### src/rtl/cic_interp_mc.sv
// Multi-channel CIC interpolator with a runtime ratio.
// The comb section runs at the input rate (phase-0 ticks) and the integrator
// section at the output rate (out_rate strobes). All channels share one
// phase counter, one holding register and one set of status flags. The
// output stage applies a rounding arithmetic shift, then saturates to OSZ bits.
//
// Input handshake: a sample set moves into the holding register on a rising
// clk edge where in_valid && in_ready. in_ready is simply !hold_full, so it
// does not depend on in_valid. in_data must stay stable while in_valid is
// high and in_ready is low. The holding register is emptied only by a
// phase-0 tick.
module cic_interp_mc #(
  parameter int NUM_STAGES = 3,
  parameter int ISZ        = 16,
  parameter int OSZ        = 16,
  parameter int NUM_CH     = 2,
  parameter int RLOG2_MAX  = 8,
  localparam int W  = ISZ + NUM_STAGES * RLOG2_MAX,
  localparam int SW = $clog2(W)
) (
  input  logic                    clk,
  input  logic                    reset,
  input  logic                    out_rate,
  input  logic [RLOG2_MAX:0]      ratio,
  input  logic [SW-1:0]           shift,
  input  logic [NUM_CH*ISZ-1:0]   in_data,
  input  logic                    in_valid,
  output logic                    in_ready,
  output logic [NUM_CH*OSZ-1:0]   out_data,
  output logic                    out_valid,
  output logic                    underrun,
  output logic                    sat,
  input  logic                    clear_flags
);

  localparam logic [RLOG2_MAX:0] R_MIN = (RLOG2_MAX+1)'(2);
  localparam logic [RLOG2_MAX:0] R_MAX = (RLOG2_MAX+1)'(1) << RLOG2_MAX;
  localparam logic signed [W:0]  O_MAX = {{(W-OSZ+2){1'b0}}, {(OSZ-1){1'b1}}};
  localparam logic signed [W:0]  O_MIN = {{(W-OSZ+2){1'b1}}, {(OSZ-1){1'b0}}};

  logic [RLOG2_MAX:0]   r_act;
  logic [RLOG2_MAX:0]   ratio_clamp;
  logic [RLOG2_MAX-1:0] phase;
  logic                 phase_wrap;
  logic                 tick;
  logic                 hold_full;
  logic [NUM_CH*ISZ-1:0] hold_data;
  logic                 hs;

  logic signed [W-1:0] diff      [NUM_CH][NUM_STAGES+1];
  logic signed [W-1:0] dly       [NUM_CH][NUM_STAGES];
  logic signed [W-1:0] integ     [NUM_CH][NUM_STAGES];
  logic signed [W-1:0] integ_nxt [NUM_CH][NUM_STAGES];

  logic signed [W:0]       round_add;
  logic signed [W:0]       ext_v [NUM_CH];
  logic signed [W:0]       rnd_v [NUM_CH];
  logic [NUM_CH*OSZ-1:0]   out_nxt;
  logic                    clip_any;

  // Ratios below 2 or above 2^RLOG2_MAX are pulled to the nearest legal value.
  assign ratio_clamp = (ratio < R_MIN) ? R_MIN :
                       (ratio > R_MAX) ? R_MAX : ratio;
  assign phase_wrap  = ({1'b0, phase} == (r_act - 1'b1));
  assign tick        = out_rate && (phase == '0);
  assign in_ready    = !hold_full;
  assign hs          = in_valid && in_ready;

  // Phase counter, ratio latch and holding register.
  always_ff @(posedge clk) begin
    if (reset) begin
      phase     <= '0;
      r_act     <= ratio_clamp;
      hold_full <= 1'b0;
      hold_data <= '0;
    end else begin
      if (out_rate) begin
        if (phase_wrap) begin
          phase <= '0;
          r_act <= ratio_clamp;
        end else begin
          phase <= phase + 1'b1;
        end
      end
      if (hs) begin
        hold_data <= in_data;
      end
      if (hs) begin
        hold_full <= 1'b1;
      end else if (tick) begin
        hold_full <= 1'b0;
      end
    end
  end

  // Comb chain, advanced only on phase-0 ticks; an empty hold repeats the last sample.
  always_ff @(posedge clk) begin
    if (reset) begin
      for (int c = 0; c < NUM_CH; c++) begin
        for (int j = 0; j <= NUM_STAGES; j++) diff[c][j] <= '0;
        for (int j = 0; j < NUM_STAGES; j++) dly[c][j] <= '0;
      end
    end else if (tick) begin
      for (int c = 0; c < NUM_CH; c++) begin
        if (hold_full) begin
          diff[c][0] <= {{(W-ISZ){hold_data[c*ISZ+ISZ-1]}}, hold_data[c*ISZ +: ISZ]};
        end
        dly[c][0] <= diff[c][0];
        for (int j = 1; j <= NUM_STAGES; j++) begin
          diff[c][j] <= diff[c][j-1] - dly[c][j-1];
        end
        for (int j = 1; j < NUM_STAGES; j++) begin
          dly[c][j] <= diff[c][j];
        end
      end
    end
  end

  // Next integrator values: stage 0 sees the comb output only on ticks (zero stuffing).
  always_comb begin
    for (int c = 0; c < NUM_CH; c++) begin
      for (int i = 0; i < NUM_STAGES; i++) integ_nxt[c][i] = '0;
      integ_nxt[c][0] = integ[c][0] + (tick ? diff[c][NUM_STAGES] : '0);
      for (int i = 1; i < NUM_STAGES; i++) begin
        integ_nxt[c][i] = integ[c][i] + integ[c][i-1];
      end
    end
  end

  // Integrator chain, advanced on every out_rate strobe.
  always_ff @(posedge clk) begin
    if (reset) begin
      for (int c = 0; c < NUM_CH; c++) begin
        for (int i = 0; i < NUM_STAGES; i++) integ[c][i] <= '0;
      end
    end else if (out_rate) begin
      for (int c = 0; c < NUM_CH; c++) begin
        for (int i = 0; i < NUM_STAGES; i++) integ[c][i] <= integ_nxt[c][i];
      end
    end
  end

  // Rounding shift and saturation of the freshly updated last integrator.
  always_comb begin
    out_nxt   = '0;
    clip_any  = 1'b0;
    round_add = '0;
    if (shift != '0) begin
      round_add = (W+1)'(1) << (shift - SW'(1));
    end
    for (int c = 0; c < NUM_CH; c++) begin
      ext_v[c] = {integ_nxt[c][NUM_STAGES-1][W-1], integ_nxt[c][NUM_STAGES-1]};
      rnd_v[c] = (ext_v[c] + round_add) >>> shift;
      if (rnd_v[c] > O_MAX) begin
        out_nxt[c*OSZ +: OSZ] = O_MAX[OSZ-1:0];
        clip_any = 1'b1;
      end else if (rnd_v[c] < O_MIN) begin
        out_nxt[c*OSZ +: OSZ] = O_MIN[OSZ-1:0];
        clip_any = 1'b1;
      end else begin
        out_nxt[c*OSZ +: OSZ] = rnd_v[c][OSZ-1:0];
      end
    end
  end

  // Output register, one-cycle valid pulse and sticky flags (set beats clear).
  always_ff @(posedge clk) begin
    if (reset) begin
      out_data  <= '0;
      out_valid <= 1'b0;
      underrun  <= 1'b0;
      sat       <= 1'b0;
    end else begin
      out_valid <= out_rate;
      if (out_rate) begin
        out_data <= out_nxt;
      end
      underrun <= (underrun & ~clear_flags) | (tick & ~hold_full);
      sat      <= (sat & ~clear_flags) | (out_rate & clip_any);
    end
  end

endmodule
### config.mk
export PLATFORM = sky130hd
export DESIGN_NAME = cic_interp_mc
export DESIGN_NICKNAME = d
export VERILOG_FILES = /design/src/rtl/cic_interp_mc.sv
export SDC_FILE = /design/constraint.sdc
export NUM_CORES = 2
export LEC_CHECK = 0
export ABC_AREA = 0
export BUFFER_PORTS_ARGS = -buffer_cell sky130_fd_sc_hd__buf_2
export CORE_MARGIN = 5
export CORE_UTILIZATION = 59
export CTS_CLUSTER_SIZE = 28
export DETAILED_ROUTE_END_ITERATION = 8
export GPL_ROUTABILITY_DRIVEN = 0
export PLACE_DENSITY = 0.82
export SKIP_LAST_GASP = 1
export SYNTH_ARGS = -nofsm -noshare
export SYNTH_HDL_FRONTEND = slang
export SYNTH_SLANG_ARGS = --single-unit
### constraint.sdc
create_clock -name clk -period 8.2 [get_ports clk]
set_input_delay 0.82 -clock clk [delete_from_list [all_inputs] [get_ports clk]]
set_output_delay 0.82 -clock clk [all_outputs]
set_load 0.005 [all_outputs]
* After elaboration in Yosys (flattened, before gate mapping)
Memory sizes are Yosys's and may differ from the RTL's. Index checks and enable logic that the tools add are counted.
Storage, ports and cells: memories 3, bits in writable memories 800, register bits after elaboration 85, logic and storage cells 126
Memory list:
- diff | words 2, width 160, rd ports 2, clocked after Yosys merged registers in 0, wr ports 2, line 50 | logic signed [W-1:0] diff [NUM_CH][NUM_STAGES+1];
- dly | words 2, width 120, rd ports 2, clocked after Yosys merged registers in 0, wr ports 2, line 51 | logic signed [W-1:0] dly [NUM_CH][NUM_STAGES];
- integ | words 2, width 120, rd ports 2, clocked after Yosys merged registers in 0, wr ports 2, line 52 | logic signed [W-1:0] integ [NUM_CH][NUM_STAGES];
Operators by class: bitwise gates (word level) 28, equality and inequality tests 1, shift operators 3, mux-type cells 51, reduce and logical (&&, ||, !) cells 9, $add $sub $neg 17, order comparisons 6
Operators by type and width (count):
- $mux W40 | 22
- $add A40 B40 Y40 | 6
- $sub A40 B40 Y40 | 6
- $add A40 B41 Y41 | 2
- $gt A41 B16 Y1 const B | 2
- $lt A41 B16 Y1 const B | 2
- $sshr A41 B6 Y41 | 2
- $mux W16 | 4
- $mux W9 | 5
- $mux W41 | 1
- $shl A1 B6 Y41 const A | 1
- $or A1 B1 Y1 | 22
- $mux W1 | 18
- $eq A8 B9 Y1 | 1
- $gt A9 B9 Y1 const B | 1
- $lt A9 B2 Y1 const B | 1
- $sub A9 B1 Y9 const B | 1
- $add A8 B1 Y8 const B | 1
- $logic_not A8 Y1 | 1
- $mux W8 | 1
- $reduce_bool A2 Y1 | 3
- $reduce_bool A6 Y1 | 1
- $sub A6 B1 Y6 const B | 1
- $and A1 B1 Y1 | 4
- 4 further kinds | 6

* Longest topological paths before layout
depth in word-level cells 12, mapped depth 37

* Worst setup path before layout
OpenSTA, ideal clock, no wires.
path kind reg-to-reg, from memory integ[1][40] (netlist bit), to register out_data[29], path buffers 1, data required time 8.059 ns, library setup time 0.141 ns, stages on the path, launching flop included 37, path slack 0.560 ns, arrival time 7.499 ns, cells stage by stage edfxtp_1 -> ha_1 -> inv_1 -> fa_1 -> nor2b_1 -> o21ai_0 -> a21oi_1 -> o21ai_0 -> a21boi_0 -> o31a_1 -> a211o_1 -> a41oi_1 -> a21oi_1 -> a41oi_1 -> a21oi_1 -> a41o_1 -> o41a_1 -> a221oi_1 -> xnor2_1 -> ha_1 -> nand4_1 -> nor2_1 -> a211o_1 -> a21oi_1 -> or4b_1 -> o211ai_1 -> nand2_1 -> and2_1 -> mux4_2 -> nand2b_1 -> a31oi_1 -> nand2_1 -> nor4_2 -> nand4_1 -> a21boi_4 -> buf_6 -> o32ai_1
RTL lines:
- start, declared | line 52
- end signal, assigned | line 176 | out_data <= out_nxt;
- end, declared | line 29 | output logic [NUM_CH*OSZ-1:0] out_data,

==> run summary <==
status -> finished clean
worst hold stages -> 3
Area growth syn-to-layout -> 8.769%
Starting Density -> 59.23%
critical path arrival -> 8.57 ns
Sw Share -> 35.06%
Final Setup Violations -> 0
Antenna Nets Post-Route -> 0
synthesized area per cell -> 9.340 um2
Global Route Usage Sum -> 25.95%
max cap viols -> 0
Min Clock Period, post-route -> 7.998 ns
placed insts -> 7752
CTS Buf Count -> 87
crit start category -> flip-flop
total power after layout -> 14.04 mW
die width -> 329.4 um
met2 usage -> 41.86%
r2r setup slk -> 0.20 ns
filler-free cell count of the finished design -> 7948
Post-route DRC -> 0
WL final -> 145300 um
hold path start -> in_data[0]
vias in the first global route -> 46520
Post-DP HPWL -> 105200 um
register bit total from synthesis -> 789
drt via density -> 6.203
asr flop ratio synth -> 0%
register area share after synthesis -> 38.11%
met1 Use GR -> 33.12%
CTS tree -> done
Mapped Cells -> 6442
1st-pass router iterations -> 9
hold_ws -> 0.3922 ns
WL/cell -> 18.28 um
Initial DRC Count -> 4679
# hold bufs at CTS -> 0
CORE AREA -> 101600 um2
worst path bufs/invs -> 2
worst-skew pair later-pin latency -> 0.68 ns
clock share of power -> 27.1%
Sw Pwr -> 4.922 mW
via count -> 49300
area of the multi-input gates -> 35220 um2
root buffer cell -> clkbuf_16
Final TNS setup -> 0 ns
fill count -> 7895
Yosys cell types -> 124
required time of the critical path -> 8.78 ns
Syn Nets -> 7017
gr busiest metal -> met2
internal power -> 9.117 mW
Slew @ Worst Pin -> 1.130 ns
global-route wire length before repair -> 234300 um
CP delay by family, top -> compound AO/OA/AOI/OAI gates
Reg-to-Reg Start -> integ[0][40]
combinational share of power -> 36.2%
Clock Skew -> 0.04918 ns
Crit. End Element -> flip-flop
final core utilization -> 64.42%
Max Freq -> 125.0 MHz
fin nets -> 7076
Crit Path Class -> reg2reg
Post-synth top flop -> edfxtp_1
CP max stage delay -> 0.42 ns
P_leak -> 27.84 nW
crit-path max FO -> 7
grt ovf -> 0
CTS Sinks -> 789
Worst-path clk slew -> 0.07 ns
FF-to-FF End -> out_data[4]
Final Slew Violations -> 0
sequential share of power -> 36.6%
share of cells above drive strength 1 -> 9.052%
IR Drop Worst-Case VDD -> 0.1914 mV
worst r2r path cells -> 36
FP Rows -> 117
synthesis warning total -> 0
PortBufs -> 87
Power Density -> 214.5 nW/um2
Post-synth EDFFs -> 713
Hold EP -> hold_data[0]
Die H -> 329.4 um
initial antenna violation count -> 9
Final Hold Fails -> 0
Cell Area, Synth -> 60170 um2
htree depth -> 3
critical path's slowest cell -> edfxtp_1
RSZ-0062 raised after global routing -> true
worst hold path class -> in2reg
die area -> 108500 um2
clock buffer depth -> 3
largest net degree at the start of global routing -> 213
Slew headroom -> 24.66%
crit share post-route -> 97.54%
met3 Track Usage GR -> 5.073%
register area -> 22930 um2
Worst path most repeated cell -> a21oi_2
io pins -> 88
power by group through the flow:
stage | Sequential [mW] | Clock [mW] | Combinational [mW]
global placement | 5.20 | 0 | 4.66
detailed placement | 5.22 | 0 | 4.81
CTS | 5.14 | 3.87 | 4.87
global route | 5.19 | 4.05 | 5.58
floorplan | 5.15 | 0 | 3.81
finish | 5.14 | 3.81 | 5.09
placed cells by master, fill, tap and decap left out, types with 90 or more instances in the layout:
master,n
nor2_1,719
edfxtp_1,713
ha_1,498
nand2_1,441
a21oi_1,410
and2_1,404
inv_1,335
o21ai_0,283
nor3_1,201
xnor2_1,192
xor2_1,178
a21o_1,159
buf_4,124
nand3_1,109
a211oi_1,97
mux2i_1,90
layer usage:
metal | vias up | routed length, um
met4 | 4 | 9641
li1 | 23720 | -
met5 | - | 31
met2 | 2053 | 65510
met1 | 22940 | 59160
met3 | 585 | 10970
Yosys cell counts (all sizes together) (48+ instances only):
library cell  count  area share (%)
a31oi            65            0.73
inv             341             2.1
buf              72            0.88
ha              505              11
a21o            160             2.0
edfxtp          713              36
mux2i            91             1.5
o21bai           51            0.64
nor2            726             4.5
nand3           111            0.93
xor2            182             2.7
o21a             86             1.1
or3              48            0.50
nand2b           89            0.93
and2            404             4.2
nand2           443             2.8
a21oi           428             3.6
o21ai           323             2.7
nor2b            91            0.95
clkbuf          177             1.1
and3             77            0.80
xnor2           195             2.8
o211ai           54            0.72
nor3            208             1.8
dfxtp            76             2.5
a211oi          108             1.4
worst min-delay path, delay by kind of cell:
kind	cells	cell delay, ns
buf+inv	1	0.09
simple gates	1	0.05
compound gates	1	0.05
through the flow:
step / setup slack, ns / instance area (um2)
floorplan: 0.5602 / 60170
global placement: -0.01308 / 62010
detailed placement: -0.2051 / 62010
CTS: 0.007950 / 64860
global route: -0.1895 / 65440
finish: 0.2020 / 65450
registers in the layout (all words and copies together) (netlist names):
| signal | flops |
|---|---|
| dly | 192 |
| diff | 272 |
| phase | 8 |
| out_data | 32 |
| sat | 1 |
| underrun | 1 |
| r_act | 9 |
| hold_full | 1 |
| integ | 240 |
| hold_data | 32 |
| out_valid | 1 |
repair_timing:
| item | in CTS | in global routing |
|---|---|---|
| setup endpoints to repair | 31 | 32 |
| pin swaps | 2 | 37 |
| buffers inserted | 1 | 25 |
| resized for setup | 13 | 81 |
| cloned | 0 | 2 |
area by class of cell:
type,count,share of cell area [%]
Inverter,343,1.979
Tap cell,1368,2.615
Multi-Input combinational cell,5062,53.81
Clock inverter,42,0.6079
Antenna cell,7,0.02676
Clock buffer,119,3.621
Sequential cell,789,35.04
Timing Repair Buffer,218,2.302
cells by family (layout without fill, tap and decap cells):
kind of cell | after synthesis | after routing | synth area share (%)
AND/OR/NAND/NOR | 2366 | 2366 | 19.48
XOR/XNOR | 377 | 377 | 5.500
multiplexers | 154 | 154 | 3.267
AO/OA/AOI/OAI | 1641 | 1642 | 18.39
other | 0 | 7 | 0
buffers and inverters | 592 | 722 | 4.159
flip-flops | 789 | 789 | 38.11
adder cells (fa/ha/maj) | 523 | 523 | 11.10
worst max path at each step:
| stage | from | end | slack [ns] | depth (start not counted) |
|---|---|---|---|---|
| finish | integ[0][40] | out_data[4] | 0.20 | 36 |
| global route | integ[0][40] | out_data[4] | -0.19 | 34 |
| CTS | integ[1][40] | out_data[26] | 0.008 | 36 |
| detailed placement | integ[0][40] | out_data[4] | -0.21 | 34 |
| global placement | integ[0][40] | out_data[7] | -0.01 | 34 |
| floorplan | integ[1][40] | out_data[29] | 0.56 | 36 |
Note: power is estimated with default switching activity, not from simulation.
